File: src/rtl/find_next_one_index_seq_if.sv
// Request/result handshake bundle for find_next_one_index_seq.
// The master drives requests and consumes results; the slave is the search block.
interface find_next_one_index_seq_if #(
   parameter int VECTOR_LENGTH    = 32,
   parameter int MAX_OUTPUT_WIDTH = 32
);
   logic                        request_valid_in;
   logic                        request_ready_out;
   logic [VECTOR_LENGTH-1:0]    vector_in;
   logic [MAX_OUTPUT_WIDTH-1:0] start_index_in;
   logic                        result_valid_out;
   logic                        result_ready_in;
   logic [MAX_OUTPUT_WIDTH-1:0] first_one_index_out;
   logic                        one_is_found_out;

   modport master (
      output request_valid_in, vector_in, start_index_in, result_ready_in,
      input  request_ready_out, result_valid_out, first_one_index_out, one_is_found_out
   );

   modport slave (
      input  request_valid_in, vector_in, start_index_in, result_ready_in,
      output request_ready_out, result_valid_out, first_one_index_out, one_is_found_out
   );
endinterface

File: src/rtl/find_next_one_index_seq.sv
// Segmented first-one finder: scans SEGMENT_WIDTH bits per cycle from a start index.
// Define FIND_ONE_WRAP_EN for a circular search that wraps back below the start index.
module find_next_one_index_seq #(
   parameter int VECTOR_LENGTH    = 32,
   parameter int SEGMENT_WIDTH    = 8,
   parameter int MAX_OUTPUT_WIDTH = 32
) (
   input logic                      clk_in,
   input logic                      reset_in,
   find_next_one_index_seq_if.slave bus
);
   localparam int NUM_SEG = VECTOR_LENGTH / SEGMENT_WIDTH;
   localparam int IDX_W   = (VECTOR_LENGTH > 1) ? $clog2(VECTOR_LENGTH) : 1;
   localparam int SEG_W   = (NUM_SEG > 1) ? $clog2(NUM_SEG) : 1;
   localparam int OFF_W   = (SEGMENT_WIDTH > 1) ? $clog2(SEGMENT_WIDTH) : 1;

   localparam logic [1:0] ST_IDLE = 2'd0;
   localparam logic [1:0] ST_SCAN = 2'd1;
   localparam logic [1:0] ST_DONE = 2'd2;

   logic [1:0]                             state_q;
   logic [NUM_SEG-1:0][SEGMENT_WIDTH-1:0]  vec_q;
   logic [SEG_W-1:0]                       seg_ptr_q;
   logic [SEG_W-1:0]                       start_seg_q;
   logic [OFF_W-1:0]                       start_off_q;
   logic [MAX_OUTPUT_WIDTH-1:0]            index_q;
   logic                                   found_q;
   logic                                   valid_q;
`ifdef FIND_ONE_WRAP_EN
   logic                                   wrapped_q;
`endif

   logic                      accept;
   logic [IDX_W-1:0]          start_idx;
   logic [SEG_W-1:0]          start_seg_d;
   logic [OFF_W-1:0]          start_off_d;
   logic [SEG_W-1:0]          next_ptr;
   logic                      first_visit;
   logic                      revisit;
   logic                      last_seg;
   logic [SEGMENT_WIDTH-1:0]  masked;
   logic                      hit;
   logic [OFF_W-1:0]          hit_off;
   logic [MAX_OUTPUT_WIDTH-1:0] hit_index;

   assign accept = bus.request_valid_in && (state_q == ST_IDLE);

   // Out-of-range start indices fold to 0.
   always_comb begin
      start_idx = '0;
      if (bus.start_index_in < MAX_OUTPUT_WIDTH'(VECTOR_LENGTH))
         start_idx = bus.start_index_in[IDX_W-1:0];
      start_seg_d = SEG_W'(32'(start_idx) / 32'(SEGMENT_WIDTH));
      start_off_d = OFF_W'(32'(start_idx) % 32'(SEGMENT_WIDTH));
   end

   assign next_ptr = (seg_ptr_q == SEG_W'(NUM_SEG - 1)) ? '0 : seg_ptr_q + 1'b1;

`ifdef FIND_ONE_WRAP_EN
   assign first_visit = (seg_ptr_q == start_seg_q) && !wrapped_q;
   assign revisit     = (seg_ptr_q == start_seg_q) && wrapped_q;
   // Aligned start ends one segment before the start; unaligned ends on the masked revisit.
   assign last_seg    = (start_off_q == '0) ? (next_ptr == start_seg_q) : revisit;
`else
   assign first_visit = (seg_ptr_q == start_seg_q);
   assign revisit     = 1'b0;
   assign last_seg    = (seg_ptr_q == SEG_W'(NUM_SEG - 1));
`endif

   // NOTE: every always_comb output gets a default first, so no path leaves it unassigned and no latch is inferred.
   always_comb begin
      masked  = vec_q[seg_ptr_q];
      hit     = 1'b0;
      hit_off = '0;
      for (int i = 0; i < SEGMENT_WIDTH; i++) begin
         if (first_visit && (i < int'(start_off_q))) masked[i] = 1'b0;
         if (revisit && (i >= int'(start_off_q)))    masked[i] = 1'b0;
      end
      // NOTE: blocking assignments here are evaluated in order, so the last write (lowest bit) wins.
      for (int i = SEGMENT_WIDTH - 1; i >= 0; i--) begin
         if (masked[i]) begin
            hit     = 1'b1;
            hit_off = OFF_W'(i);
         end
      end
      hit_index = MAX_OUTPUT_WIDTH'(32'(seg_ptr_q) * 32'(SEGMENT_WIDTH) + 32'(hit_off));
   end

   // NOTE: sequential state uses non-blocking assignments so all flops update from pre-edge values.
   always_ff @(posedge clk_in or posedge reset_in) begin
      if (reset_in) begin
         state_q     <= ST_IDLE;
         seg_ptr_q   <= '0;
         start_seg_q <= '0;
         start_off_q <= '0;
         index_q     <= '0;
         found_q     <= 1'b0;
         valid_q     <= 1'b0;
`ifdef FIND_ONE_WRAP_EN
         wrapped_q   <= 1'b0;
`endif
      end else begin
         case (state_q)
            ST_IDLE: begin
               if (accept) begin
                  seg_ptr_q   <= start_seg_d;
                  start_seg_q <= start_seg_d;
                  start_off_q <= start_off_d;
`ifdef FIND_ONE_WRAP_EN
                  wrapped_q   <= 1'b0;
`endif
                  state_q     <= ST_SCAN;
               end
            end
            ST_SCAN: begin
               if (hit) begin
                  index_q <= hit_index;
                  found_q <= 1'b1;
                  valid_q <= 1'b1;
                  state_q <= ST_DONE;
               end else if (last_seg) begin
                  index_q <= '0;
                  found_q <= 1'b0;
                  valid_q <= 1'b1;
                  state_q <= ST_DONE;
               end else begin
                  seg_ptr_q <= next_ptr;
`ifdef FIND_ONE_WRAP_EN
                  wrapped_q <= 1'b1;
`endif
               end
            end
            ST_DONE: begin
               if (bus.result_ready_in) begin
                  valid_q <= 1'b0;
                  state_q <= ST_IDLE;
               end
            end
            default: state_q <= ST_IDLE;
         endcase
      end
   end

   // NOTE: the vector store has no reset; it is always loaded on accept before it is read.
   always_ff @(posedge clk_in) begin
      if (accept) vec_q <= bus.vector_in;
   end

   assign bus.request_ready_out   = (state_q == ST_IDLE);
   assign bus.result_valid_out    = valid_q;
   assign bus.first_one_index_out = index_q;
   assign bus.one_is_found_out    = found_q;
endmodule

File: src/flat_wrapper.sv
// flat-port wrapper written by rule: the top's interface ports become plain ports
module find_next_one_index_seq_flat 
#(
   parameter int VECTOR_LENGTH    = 32,
   parameter int SEGMENT_WIDTH    = 8,
   parameter int MAX_OUTPUT_WIDTH = 32
)
  (clk_in, reset_in, bus_request_valid_in, bus_vector_in, bus_start_index_in, bus_result_ready_in, bus_request_ready_out, bus_result_valid_out, bus_first_one_index_out, bus_one_is_found_out);
  find_next_one_index_seq_if #(.VECTOR_LENGTH(VECTOR_LENGTH), .MAX_OUTPUT_WIDTH(MAX_OUTPUT_WIDTH)) bus_i ();
  input logic clk_in;
  input logic reset_in;
  input wire logic [$bits(bus_i.request_valid_in)-1:0] bus_request_valid_in;
  input wire logic [$bits(bus_i.vector_in)-1:0] bus_vector_in;
  input wire logic [$bits(bus_i.start_index_in)-1:0] bus_start_index_in;
  input wire logic [$bits(bus_i.result_ready_in)-1:0] bus_result_ready_in;
  output wire logic [$bits(bus_i.request_ready_out)-1:0] bus_request_ready_out;
  output wire logic [$bits(bus_i.result_valid_out)-1:0] bus_result_valid_out;
  output wire logic [$bits(bus_i.first_one_index_out)-1:0] bus_first_one_index_out;
  output wire logic [$bits(bus_i.one_is_found_out)-1:0] bus_one_is_found_out;
  assign bus_i.request_valid_in = bus_request_valid_in;
  assign bus_i.vector_in = bus_vector_in;
  assign bus_i.start_index_in = bus_start_index_in;
  assign bus_i.result_ready_in = bus_result_ready_in;
  assign bus_request_ready_out = bus_i.request_ready_out;
  assign bus_result_valid_out = bus_i.result_valid_out;
  assign bus_first_one_index_out = bus_i.first_one_index_out;
  assign bus_one_is_found_out = bus_i.one_is_found_out;
  find_next_one_index_seq #(.VECTOR_LENGTH(VECTOR_LENGTH), .SEGMENT_WIDTH(SEGMENT_WIDTH), .MAX_OUTPUT_WIDTH(MAX_OUTPUT_WIDTH)) u_core (.clk_in(clk_in), .reset_in(reset_in), .bus(bus_i));
endmodule
File: config.mk
export PLATFORM = sky130hd
export DESIGN_NAME = find_next_one_index_seq_flat
export DESIGN_NICKNAME = d
export VERILOG_FILES = /design/src/rtl/find_next_one_index_seq_if.sv /design/src/rtl/find_next_one_index_seq.sv /design/src/flat_wrapper.sv
export SDC_FILE = /design/constraint.sdc
export NUM_CORES = 1
export LEC_CHECK = 0
export ABC_AREA = 1
export CAP_MARGIN = 20
export CELL_PAD_IN_SITES_DETAIL_PLACEMENT = 0
export CELL_PAD_IN_SITES_GLOBAL_PLACEMENT = 1
export CORE_MARGIN = 4
export CORE_UTILIZATION = 40
export DETAILED_ROUTE_END_ITERATION = 10
export DONT_BUFFER_PORTS = 1
export GPL_TIMING_DRIVEN = 0
export MAX_ROUTING_LAYER = met4
export PLACE_DENSITY = 0.78
export SLEW_MARGIN = 40
export SYNTH_ARGS = -nofsm -noshare
export SYNTH_HDL_FRONTEND = slang
export SYNTH_SLANG_ARGS = --single-unit
export TNS_END_PERCENT = 20
File: constraint.sdc
create_clock -name clk_in -period 4.4 [get_ports clk_in]
set_clock_uncertainty 0.15 [all_clocks]
set_input_delay 1.32 -clock clk_in [delete_from_list [all_inputs] [get_ports clk_in]]
set_output_delay 1.32 -clock clk_in [all_outputs]
set_load 0.01 [all_outputs]
==> run metrics <==
global route overflow=0; Synth cell types=28; post-DP HPWL=3870 um; PortBufs=0; Clock Latency Late Sink=0.30 ns; # setup viols final=0; hold path depth=2; Leak Pwr=1.43 nW; clock root buffer=clkbuf_8; DR iter-0 viols=64; share of layout cells above drive strength 1=16.2%; crit path kind=flop to primary output; Worst-path clk slew=0.08 ns; Ys Warns=0; DR vias/cell=4.45; top cell type's share of synthesized area=36.1%; top-count cell post-synth=nand2_1; vias in the first global route=1698; Post-Syn Area=2660 sq um; WL/cell=11.7 um; final WL=4940 um; core area=6420 sq um; CP max FO=4; top post-synthesis cells by area=edfxtp_1 (36%), dfrtp_1 (15%), nand2_1 (13%), buf_4 (7.9%), inv_1 (6.1%); Worst slew margin=57.9%; worst reg2reg path depth=13; Worst VDD drop=0.284 mV; total CTS buffers=5; die boundary height=89.6 um; Synth Flop Type=edfxtp_1; Avg Synthesized Cell Area=8.53 sq um; Tot GR Track Use=13.1%; Pins Over Slew Limit=0; Max Clk Rate=394 MHz; Tcrit/Tclk final=57.7%; worst endpoint data arrival time=1.07 ns; Max Cap Viol=0; RSZ-0062 raised after global routing=false; top cells by count, synth=nand2_1 (93), inv_1 (43), edfxtp_1 (32), nand3_1 (29), buf_4 (28); drt pass-1 iters=7; register bit total from synthesis=48; area grow syn2layout=10.7%; GP Congestion=0.819; power per cell area=527 nW/um^2; total setup buffers inserted after CTS=0; first-pass GRT wire length=7650 um; proportion of synthesized chip area in sequential cells=51.2%; CTS sink count=48; Final Hold Fails=0; setup TNS=0 ns; die area=8020 sq um; total number of vias=1880; origin of the worst setup path=u_core.state_q[0]$_DFFE_PP0P_; Crit path required time=2.93 ns; I/O pin count=103; site row count=29; NumNets Final=417; largest area contributor in the netlist=edfxtp_1; Period minus WS final=2.54 ns; ys async rst share=33.3%; min-delay src=u_core.state_q[1]$_DFFE_PP0P_; remaining antenna violation count after routing=0; Gate Count Post-Synth=312; Min-Delay Path Class=flop to flop; post-CTS resize count=0; largest net degree at the start of global routing=42; initial antenna violation count=0; Slew @ Worst Pin=0.630 ns; CTS tree=yes; number of H-tree levels=2; # diodes=0; DRC Markers=0; RR Startpoint=u_core.seg_ptr_q[0]$_DFFE_PP0P_; crit path launch type=flop; CP Capture Type=primary output; Initial Util=41.4%; CTS Hold Bufs=0; Pwr Total=1.55 mW; clock buffer depth=2; status=finished, final reports clean; number of flops mapped to enable cells by yosys=32; Die Wd=89.6 um
## cell families after synthesis
logic type | count (synthesis) | share of synthesized area, %
compound gates | 22 | 4.65
fa+ha+maj | 4 | 1.88
flops | 48 | 51.2
buf+inv | 77 | 15.5
other cells | 1 | 0.141
simple gates | 160 | 26.7
## per-stage QoR
stage / cells / utilization [%] / area [sq um] / setup slack, ns / hold WS (ns)
2_1_floorplan: 338 / - / 2760 / 1.36 / 0.317
3_5_place_dp: 415 / 44.5 / 2860 / 1.52 / 0.346
5_1_grt: 422 / 45.9 / 2950 / 1.77 / 0.403
3_3_place_gp: 415 / 44.5 / 2860 / 0.939 / 0.336
4_1_cts: 422 / 45.8 / 2940 / 1.83 / 0.368
6_report: 422 / 45.9 / 2950 / 1.86 / 0.362
## cells in the final DEF, fill, tap and decap left out, types with 2 or more instances in the layout
cell / count
o211ai_1: 2
nand3_1: 29
o21ai_1: 3
nand2_1: 93
nor2_1: 19
o21a_1: 2
buf_6: 2
dfrtp_1: 16
a21oi_1: 2
ha_1: 4
clkbuf_8: 5
edfxtp_1: 32
nand3b_1: 2
buf_2: 2
inv_1: 43
conb_1: 27
nor2_4: 2
o21ai_0: 11
nand2_2: 10
buf_4: 28
## worst paths after layout
| path | to | slack, ns |
|---|---|---|
| max reg2reg | u_core.seg_ptr_q[0]$_DFFE_PP0P_ | 2.37 |
| min | u_core.state_q[1]$_DFFE_PP0P_ | 0.36 |
| min in group asynchronous | u_core.start_seg_q[1]$_DFFE_PP0P_ | 0.83 |
| min reg2reg | u_core.state_q[1]$_DFFE_PP0P_ | 0.36 |
| max | bus_request_ready_out | 1.86 |
| max in group asynchronous | u_core.bus.one_is_found_out$_DFFE_PP0P_ | 2.87 |
## metal layers
| layer | vias to the layer above | share of wire, % | GRT usage, % |
|---|---|---|---|
| met4 | 0 | 1.1 | 3.65 |
| met3 | 5 | 7.2 | 4.06 |
| met2 | 67 | 48 | 21.1 |
| li1 | 997 | - | - |
| met1 | 811 | 44 | 15.7 |
| met5 | - | 0 | - |
## area by class of cell
type | instances | area [sq um]
buffer | 33 | 250
sequential | 48 | 1360
clock inverter | 2 | 12.5
clock buffer | 5 | 68.8
inverter | 44 | 165
fill | 672 | 3480
multi-input combinational | 213 | 991
tap | 77 | 96.3
## registers in the layout (all words and copies together) (netlist names)
register,count
u_core.start_off_q,3
u_core.bus.first_one_index_out,5
u_core.bus.one_is_found_out,1
u_core.seg_ptr_q,2
u_core.bus.result_valid_out,1
u_core.start_seg_q,2
u_core.state_q,2
u_core.vec_q,32
## critical path, stage by stage (launching register included)
cell,delay [ns]
dfrtp_1,0.41
inv_1,0.09
ha_1,0.27
## where the power goes
part           internal [mW]  switching, mW  total, mW
sequential             0.605         0.0653      0.670
clock                  0.108          0.141      0.249
combinational          0.220          0.414      0.634
total                  0.933          0.620       1.55
No activity file was read; power rests on OpenSTA's default activity.
